### src/rtl/demux4_deserializer.sv
// demux4_deserializer
//   Receive side of a WIDTH-input bit multiplexer link. The transmitter sweeps
//   its select across slots 0..WIDTH-1 and sends one bit per step. This block
//   steers each accepted serial bit into its slot of an assembly register.
//   When a word is complete it hands the word to a parallel consumer through
//   a valid/ready handshake.
//
// Parameters
//   WIDTH      bits per word (2..16), equal to the number of mux inputs
//   LSB_FIRST  1: slot k -> bit k; 0: slot k -> bit WIDTH-1-k
//
// Ports
//   clk            rising-edge clock
//   reset          asynchronous, active-high reset
//   in             serial data bit
//   in_valid       in carries a bit this cycle
//   frame_start    realign; a valid bit this cycle is slot 0, and any partial
//                  word is discarded
//   out            last delivered word; it is stable while out_valid=1
//   out_valid      out holds a word that has not been consumed
//   out_ready      consumer takes out this cycle
//   select         slot that the next valid bit will fill
//   overrun        sticky flag; a completed word was dropped on backpressure
//   overrun_clear  clears overrun (a drop on the same edge takes priority)
//
// Every output comes from a register. No input has a combinational path to
// any output.
module demux4_deserializer #(
    parameter int WIDTH     = 4,
    parameter bit LSB_FIRST = 1'b1
) (
    input  logic                     clk,
    input  logic                     reset,
    input  logic                     in,
    input  logic                     in_valid,
    input  logic                     frame_start,
    output logic [WIDTH-1:0]         out,
    output logic                     out_valid,
    input  logic                     out_ready,
    output logic [$clog2(WIDTH)-1:0] select,
    output logic                     overrun,
    input  logic                     overrun_clear
);

    localparam int            SW   = $clog2(WIDTH);
    localparam logic [SW-1:0] LAST = SW'(WIDTH - 1);

    logic [WIDTH-1:0] asm_q;     // assembly register
    logic [WIDTH-1:0] asm_d;     // assembly with this cycle's bit merged in
    logic [SW-1:0]    slot;      // slot the current bit lands in
    logic [SW-1:0]    select_d;
    logic             complete;  // this edge accepts the last bit of a word
    logic             consume;   // consumer takes the held word this edge
    logic             load;      // completed word goes to out
    logic             drop;      // completed word is lost to backpressure

    // frame_start forces the current bit into slot 0, whatever select holds.
    assign slot = frame_start ? '0 : select;

    // Each slot owns exactly one assembly bit. The mapping is a fixed
    // permutation, so every bit has a single driver. Bits that are not
    // written keep their old value.
    genvar gi;
    generate
        for (gi = 0; gi < WIDTH; gi++) begin : g_slot
            localparam int POS = LSB_FIRST ? gi : (WIDTH - 1 - gi);
            assign asm_d[POS] = (in_valid && (slot == SW'(gi))) ? in : asm_q[POS];
        end
    endgenerate

    // A frame_start bit is always slot 0, so it can never finish a word
    // (WIDTH >= 2).
    assign complete = in_valid && !frame_start && (select == LAST);
    assign consume  = out_valid && out_ready;
    assign load     = complete && (!out_valid || out_ready);
    assign drop     = complete && out_valid && !out_ready;

    always_comb begin
        select_d = select;
        if (in_valid) begin
            if (frame_start)
                select_d = SW'(1);
            else if (select == LAST)
                select_d = '0;
            else
                select_d = select + SW'(1);
        end else if (frame_start) begin
            select_d = '0;
        end
    end

    always_ff @(posedge clk or posedge reset) begin
        if (reset) begin
            asm_q     <= '0;
            select    <= '0;
            out       <= '0;
            out_valid <= 1'b0;
            overrun   <= 1'b0;
        end else begin
            asm_q  <= asm_d;
            select <= select_d;

            // Loading a new word while the old one is consumed keeps
            // out_valid high, so back-to-back words have no bubble.
            if (load) begin
                out       <= asm_d;
                out_valid <= 1'b1;
            end else if (consume) begin
                out_valid <= 1'b0;
            end

            // A drop on the same edge as a clear wins, so no loss goes
            // unreported.
            if (drop)
                overrun <= 1'b1;
            else if (overrun_clear)
                overrun <= 1'b0;
        end
    end

endmodule

### config.mk
export PLATFORM = sky130hd
export DESIGN_NAME = demux4_deserializer
export DESIGN_NICKNAME = d
export VERILOG_FILES = /design/src/rtl/demux4_deserializer.sv
export SDC_FILE = /design/constraint.sdc
export NUM_CORES = 1
export LEC_CHECK = 0
export ABC_CLOCK_PERIOD_IN_PS = 1400
export CORE_AREA = 2 2 39 41
export CTS_CLUSTER_DIAMETER = 150
export DETAILED_ROUTE_END_ITERATION = 6
export DIE_AREA = 0 0 41 43
export DONT_BUFFER_PORTS = 1
export SYNTH_ARGS = -nofsm -noshare
export SYNTH_HDL_FRONTEND = slang
export SYNTH_SLANG_ARGS = --single-unit
### constraint.sdc
create_clock -name clk -period 1.4 [get_ports clk]
set_clock_uncertainty 0.1 [all_clocks]
set_input_delay 0.28 -clock clk [delete_from_list [all_inputs] [get_ports clk]]
set_output_delay 0.28 -clock clk [all_outputs]
set_load 0.03 [all_outputs]
### Yosys cells after proc, flatten, opt, wreduce, memory -nomap -nowiden

Cells that the tools add are included.

| word-level totals | value |
|---|---|
| register bits after elaboration | 12 |
| input port bits | 7 |
| output and inout bits | 8 |
| word-level logic and storage cells | 39 |

| cells by class | value |
|---|---|
| add/subtract/negate cells | 1 |
| eq/ne operators | 4 |
| multiplexer cells | 12 |
| reduce and logical (&&, ||, !) cells | 17 |

Operator list:

| operator | count |
|---|---|
| 1-bit logical AND | 10 |
| 1-bit 2-to-1 mux | 8 |
| 2-bit 2-to-1 mux | 4 |
| 2-bit equality test (second input constant) | 3 |
| 2-bit nonzero test | 2 |
| 1-bit zero test | 3 |
| 2-bit by 1-bit adder with 2-bit output (second input constant) | 1 |
| 2-bit by 1-bit equality test with 1-bit output (second input constant) | 1 |
| 2-bit zero test | 1 |
| 1-bit logical OR | 1 |

### Longest topological paths before layout

Gate-level depths: netlist (run 1).

| logic depth | value |
|---|---|
| depth in word-level cells | 6 |
| mapped depth | 4 |

### Worst setup path before layout (run 1)

OpenSTA, ideal clock, no wires.

| timing | value |
|---|---|
| path type | reg-to-reg |
| start | reg select[0] |
| end | reg out[1] |
| setup time | 0.125 ns |
| arrival time | 1.503 ns |
| required time | 1.175 ns |
| setup slack | -0.328 ns |
| cell stages (with the launch flop) | 5 |
| path buffers | 0 |
| path through | dfrtp_1 -> ha_1 -> nand3b_1 -> and2b_2 -> mux2_2 |

| between the ends | value |
|---|---|
| word-level cells in the longest chain between the ends | 4 |

RTL lines:

| element | line | text |
|---|---|---|
| start: declaration | 40 | `output logic [$clog2(WIDTH)-1:0] select,` |
| start signal: assignment | 101 | `select <= select_d;` |
| 2-bit 2-to-1 mux | -- |  |
| 2-bit by 1-bit equality test with 1-bit output | 67 | `assign asm_d[POS] = (in_valid && (slot == SW'(gi))) ? in : asm_q[POS];` |
| 1-bit logical AND | 67 |  |
| 1-bit 2-to-1 mux | 67 |  |
| end signal: assignment | 106 | `out <= asm_d;` |
| end: declaration | 37 | `output logic [WIDTH-1:0] out,` |

Several ways; a longest one is shown, not always the timed one.
A chain may end at the register's enable or synchronous reset.

### Worst setup path after layout (run 1)

| timing | value |
|---|---|
| start | reg select[0] |
| end | reg out[0] |

| between the ends | value |
|---|---|
| word-level cells in the longest chain between the ends | 4 |

RTL lines:

| element | line | text |
|---|---|---|
| 2-bit 2-to-1 mux | -- |  |
| 2-bit zero test | 67 |  |
| 1-bit logical AND | 67 |  |
| 1-bit 2-to-1 mux | 67 |  |
| via asm_d[0] | 49 | `logic [WIDTH-1:0] asm_d;` |

The timed path passes the listed nets, and every way through them passes these cells.

==> results of run 1 <==
-- critical path, stage by stage (launching register included) --
cell,delay (ps)
dfrtp_2,460
or3b_1,400
a32o_1,220
mux2_4,250
-- Yosys cell counts --
library cell,count
mux2_2,5
nand3b_1,1
a21boi_0,1
inv_1,2
buf_6,1
nand4b_1,1
mux2i_1,1
nor2_1,2
dfrtp_1,12
ha_1,1
o21ai_0,2
and2b_2,1
or2b_2,1
o22ai_1,1
a32o_1,1
or3b_1,1
nand2_1,1
mux2_4,2
o21bai_1,1
nand2b_1,1
and4bb_1,2
-- final timing paths --
| kind | start | endpoint | slack, ps |
|---|---|---|---|
| worst max-delay path | select[0] | out[0] | -150 |
| worst min-delay path | overrun_clear | overrun | 20 |
| worst max register to register | select[0] | out[0] | -150 |
| worst min register to register | asm_q[3] | asm_q[3] | 400 |
| max in group asynchronous | reset | select[1] | 520 |
| min in group asynchronous | reset | out[1] | 350 |
-- logic make-up after synthesis --
logic type / share of synthesized area
simple gates: 0.1535
compound gates: 0.07451
buf+inv: 0.03386
mux: 0.1738
fa+ha+maj: 0.02257
flops: 0.5418
-- placed cells by master, fill, tap and decap left out, drive strengths merged --
| cell | synthesis | final |
|---|---|---|
| a21boi | 1 | 1 |
| nand4b | 1 | 1 |
| o21bai | 1 | 1 |
| mux2i | 1 | 1 |
| nor2 | 2 | 2 |
| inv | 2 | 2 |
| dfrtp | 12 | 12 |
| o22ai | 1 | 1 |
| nand2b | 1 | 1 |
| nand3b | 1 | 1 |
| ha | 1 | 1 |
| or3b | 1 | 1 |
| mux2 | 7 | 7 |
| o21ai | 2 | 2 |
| clkbuf | 0 | 4 |
| a32o | 1 | 1 |
| nand2 | 1 | 1 |
| and2b | 1 | 1 |
| or2b | 1 | 1 |
| dlygate4sd3 | 0 | 3 |
| buf | 1 | 5 |
| and4bb | 2 | 2 |
-- sequential cells by signal, summed over array words and instances, names as in the netlist --
signal     cells
overrun        1
out_valid      1
select         2
out            4
asm_q          4
-- final cells by class --
cell class | instances | area share
multi-input combinational | 26 | 0.3775
timing repair buffer | 8 | 0.09660
inverter | 2 | 0.01073
clock buffer | 4 | 0.05188
tap | 16 | 0.02862
sequential | 12 | 0.4347
-- per-layer routing --
metal | GRT usage | share of wire | wire length [um]
met1 | 0.1879 | 0.42 | 440
met2 | 0.2469 | 0.51 | 539
met3 | 0.03665 | 0.051 | 54
met4 | 0.1133 | 0.017 | 18
met5 | 0 | 0 | 0
-- power by group --
| part | leakage (nW) | switching, mW | internal, mW |
|---|---|---|---|
| Clock | 0.0210 | 0.111 | 0.158 |
| Sequential | 0.152 | 0.125 | 0.424 |
| Combinational | 0.151 | 0.0725 | 0.124 |
-- repair_timing --
item,4_1_cts,5_1_grt
setup buffers,0,1
gates resized for setup,1,0
hold endpoints to repair,14,0
pin swaps,2,1
endpoints found under the setup margin,4,4
hold buffers,3,0
-- per-stage QoR --
step                      utilization  setup TNS (ps)  std cells  setup slack (ps)
after global placement         0.4512          -413.5         60            -110.2
after floorplan                     -          -676.3         41            -169.1
after detailed placement       0.4512          -490.0         60            -131.4
after global routing           0.5054          -702.9         68            -184.9
final                          0.5054          -515.2         68            -145.0
after CTS                      0.5000          -519.3         67            -138.7
==> results.py, run 1 <==
metrics = {
    "detailed_routing": {
        "wl_per_cell_um": 15.47,
        "viasPerCell": 5.265,
        "drt_iter0_markers": 3,
        "dr.pass1.iters": 3,
        "drt-total-wl_mm": 1.052,
        "drc": 0,
        "ant_nets": 0,
        "num_vias": 358,
    },
    "sta": {
        "setup_violations": 4,
        "fmax_mhz": 647.2,
        "hold_viol": 0,
        "tightest_slew_ps": 438.8,
        "fin_ws_ps": -145.0,
        "fin_crit_sh": 1.104,
        "hold_ws_ps": 18.63,
        "relSlewSlack": 0.7071,
        "rsz0062_at_grt": "yes",
        "finalMaxSlewViolations": 0,
        "min_period_ps": 1545,
    },
    "setup_path": {
        "cp.required_ps": 1450,
        "crit_path_start_kind": "flop",
        "worstSetupPathType": "reg2reg",
        "arrival_ps": 1600,
        "rr_worst_depth": 3,
        "critical_path.max_fanout": 7,
        "endpoint_kind": "flop",
    },
    "clock_network": {
        "cts_tree": "done",
        "path_clk_slew_ps": 70,
        "htree_levels": 1,
        "cts_sinks": 12,
        "cts_root_buffer": "clkbuf_4",
        "clk_latency_ps": 260,
        "clk_path_buf_depth": 2,
        "numCtsBuffers": 3,
    },
    "flow_run": {
        "drv_cap": 0,
    },
    "grt": {
        "grt_usage": 0.1617,
        "antenna_found_initial": 0,
        "grt_overflow_total": 0,
        "grt_pass1_wl_mm": 1.849,
        "grt_pass1_vias": 399,
        "grt_max_degree": 13,
    },
    "cells_and_area": {
        "fill_cells": 121,
        "antenna_cells": 0,
        "drive_gt1_frac": 0.4231,
        "multiInputGateArea_um2": 264.0,
        "area_delta_synth_final_pct": 26.19,
        "post-route-cell-area_um2": 699.4,
        "final-seq-area_um2": 304.0,
        "nNetsFinal": 61,
    },
    "pwr": {
        "max-vdd-ir-drop_mv": 0.7480,
        "power.density_mw_per_mm2": 1450,
        "power_mw": 1.014,
        "p_leak_nw": 0.3239,
    },
    "logic_synthesis": {
        "syn_area_per_cell_um2": 13.52,
        "yosysUniqueCellTypes": 21,
        "yosysTopAreaCellShare": 0.5418,
        "ys_ff_latch": 12,
        "yosysSeqAreaShare": 0.5418,
        "yosysTopAreaCell": "dfrtp_1",
        "ys_top_cells_by_area": "dfrtp_1, mux2_2, mux2_4",
        "yosysWarnings": 0,
        "netlist_instances": 41,
        "syn_area_um2": 554.3,
        "synth_fp_nets": 49,
    },
    "die": {
        "rows": 14,
        "die_y_um": 43,
        "pin_count": 15,
        "initial_core_util": 0.4005,
        "coreArea_mm2": 0.001384,
        "dieArea_mm2": 0.001763,
        "die_x_um": 41,
    },
    "placed_design": {
        "place_congestion": 0.8088,
        "port_buffers": 0,
        "placed_area_um2": 624.3,
    },
    "min_path": {
        "hold_class": "in2reg",
        "min_path_cells": 1,
    },
    "status": {
        "run_status": "finished with violations",
        "violations": "setup timing",
    },
}
(Power assumes the default switching activity.)
==> inputs of run 2 (changes only) <==
Settings changed: CELL_PAD_IN_SITES_DETAIL_PLACEMENT set to 1, CELL_PAD_IN_SITES_GLOBAL_PLACEMENT set to 1, CORE_AREA 2 2 39 41 to unset, CORE_MARGIN set to 2, CORE_UTILIZATION set to 40, DIE_AREA 0 0 41 43 to unset, PLACE_DENSITY_LB_ADDON set to 0.1.
==> run 2 against run 1 <==
Largest cell class unchanged. Critical path type unchanged. Core utilization rose by 4.9 points. Highest routed layer unchanged. Via count fell by 0.56%. The flow still finishes with violations (setup timing). Total power up 1.8%. Flip-flop and latch count did not move.
==> results.py, run 2 (synthesis gave the netlist of run 1 again) <==
metrics = {
    "status": {
        "run_status": "finished with violations",
        "violations": "setup timing",
    },
    "setup_path": {
        "slowest_delay_ps": 450,
        "cp_cell_sequence": "and4bb_1, mux2_4, mux2_4",
        "crit_path_start_kind": "flop",
        "critical_path.max_fanout": 6,
        "cpMostUsedCell": "mux2_4",
        "arrival_ps": 1600,
        "endpoint_kind": "flop",
        "crit_slowest_cell": "dfrtp_2",
        "worstSetupPathType": "reg2reg",
        "cp.required_ps": 1460,
    },
    "detailed_routing": {
        "wl_per_cell_um": 15.87,
        "ant_nets": 0,
        "drt_iter0_markers": 5,
        "num_vias": 356,
        "drc": 0,
        "viasPerCell": 5.159,
        "dr.pass1.iters": 4,
        "drt-total-wl_mm": 1.095,
    },
    "cells_and_area": {
        "antenna_cells": 0,
        "reg.largest.list": "asm_q x4, out x4, select x2",
        "nNetsFinal": 63,
        "final_core_util": 0.5548,
        "fill_cells": 136,
        "layout_commonest_cell": "dfrtp_1",
        "area_delta_synth_final_pct": 30.25,
        "post-route-cell-area_um2": 721.9,
        "drive_gt1_frac": 0.4259,
        "final_cell_mix": "dfrtp_1, mux2_4, dlygate4sd3_1, buf_4",
    },
    "sta": {
        "fin_setup_tns_ps": -540.0,
        "fmax_mhz": 647.4,
        "relSlewSlack": 0.7011,
        "rsz0062_at_grt": "yes",
        "tightest_slew_ps": 447.8,
        "finalMaxSlewViolations": 0,
        "min_period_ps": 1545,
        "setup_violations": 4,
        "fin_ws_ps": -144.7,
        "fin_crit_sh": 1.103,
        "hold_viol": 0,
    },
    "clock_network": {
        "numCtsBuffers": 3,
        "cts_root_buffer": "clkbuf_4",
        "clk_latency_ps": 280,
        "clk_path_buf_depth": 2,
        "htree_levels": 1,
        "path_clk_slew_ps": 80,
        "cts_sinks": 12,
        "cts_tree": "done",
    },
    "grt": {
        "grt_usage": 0.1572,
        "antenna_found_initial": 0,
        "grt_pass1_vias": 369,
        "grt_overflow_total": 0,
        "grt_pass1_wl_mm": 1.628,
        "grt_max_degree": 13,
    },
    "flow_run": {
        "drv_cap": 0,
    },
    "die": {
        "initial_core_util": 0.4260,
        "die_x_um": 41.23,
        "dieArea_mm2": 0.001700,
        "die_y_um": 41.23,
        "coreArea_mm2": 0.001301,
        "pin_count": 15,
        "rows": 13,
    },
    "pwr": {
        "power.density_mw_per_mm2": 1431,
        "max-vdd-ir-drop_mv": 0.6730,
        "p_leak_nw": 0.3357,
    },
    "placed_design": {
        "dp_hpwl_um": 780.3,
        "port_buffers": 0,
        "place_congestion": 0.7736,
        "placed_area_um2": 630.6,
    },
    "min_path": {
        "hold_class": "in2reg",
    },
}
==> run 2: cell count changes in the layout (fill, tap and decap cells not counted) <==
cell,change
buf_6,+2
and2b_2,+1
dlygate4sd3_1,+1
and2b_4,-1
buf_4,-1
==> run 2: final timing paths <==
| path | endpoint | start | slack [ps] | cells after the start |
|---|---|---|---|---|
| max in group asynchronous | select[0] | reset | 520 | 2 |
| worst max register to register | out[2] | select[0] | -140 | 3 |
| min in group asynchronous | overrun | reset | 350 | 2 |
| worst min register to register | asm_q[1] | asm_q[1] | 410 | 1 |
| worst min-delay path | select[0] | in_valid | 50 | 2 |
| worst max-delay path | out[2] | select[0] | -140 | 3 |
==> run 2: what timing repair did <==
action	4_1_cts	5_1_grt
pin swaps	0	0
setup buffers	1	0
hold buffers	4	0
endpoints found under the hold margin	15	0
gates resized for setup	1	1
setup endpoints to repair	4	5
==> run 2: critical path, delay by kind of cell (launching register included) <==
kind | cells | cell delay (ps)
muxes | 2 | 570
and+or+nand+nor | 1 | 300
DFF | 1 | 450
==> run 2: power breakdown <==
part / switching [mW] / internal [mW] / total, mW
registers: 0.123 / 0.424 / 0.547
logic: 0.0747 / 0.131 / 0.206
clock network: 0.122 / 0.158 / 0.280
==> run 2: metrics by stage <==
stage	total power [mW]	setup slack, ps	hold slack (ps)	instances
global placement	0.7325	-109.9	86.49	60
global route	1.088	-187.6	47.88	69
detailed placement	0.7446	-120.8	103.0	60
CTS	1.045	-145.3	43.58	69
finish	1.033	-144.7	48.98	69
floorplan	0.7011	-169.1	44.50	41
==> run 2: metal layers <==
layer / up-vias / share of wire / track usage
met5: - / 0 / 0
met4: 0 / 0.016 / 0.04839
met3: 2 / 0.060 / 0.05435
met2: 14 / 0.50 / 0.2617
met1: 167 / 0.42 / 0.1892
li1: 173 / - / -
==> run 2: cell type report <==
class / instances / area (um^2) / area share
flip-flops and latches: 12 / 304.0 / 0.4211
multi-input cells: 26 / 262.8 / 0.3640
repair buffers: 10 / 92.59 / 0.1282
clock buffers: 4 / 36.28 / 0.05026
well taps: 15 / 18.77 / 0.02600
inverters: 2 / 7.507 / 0.01040
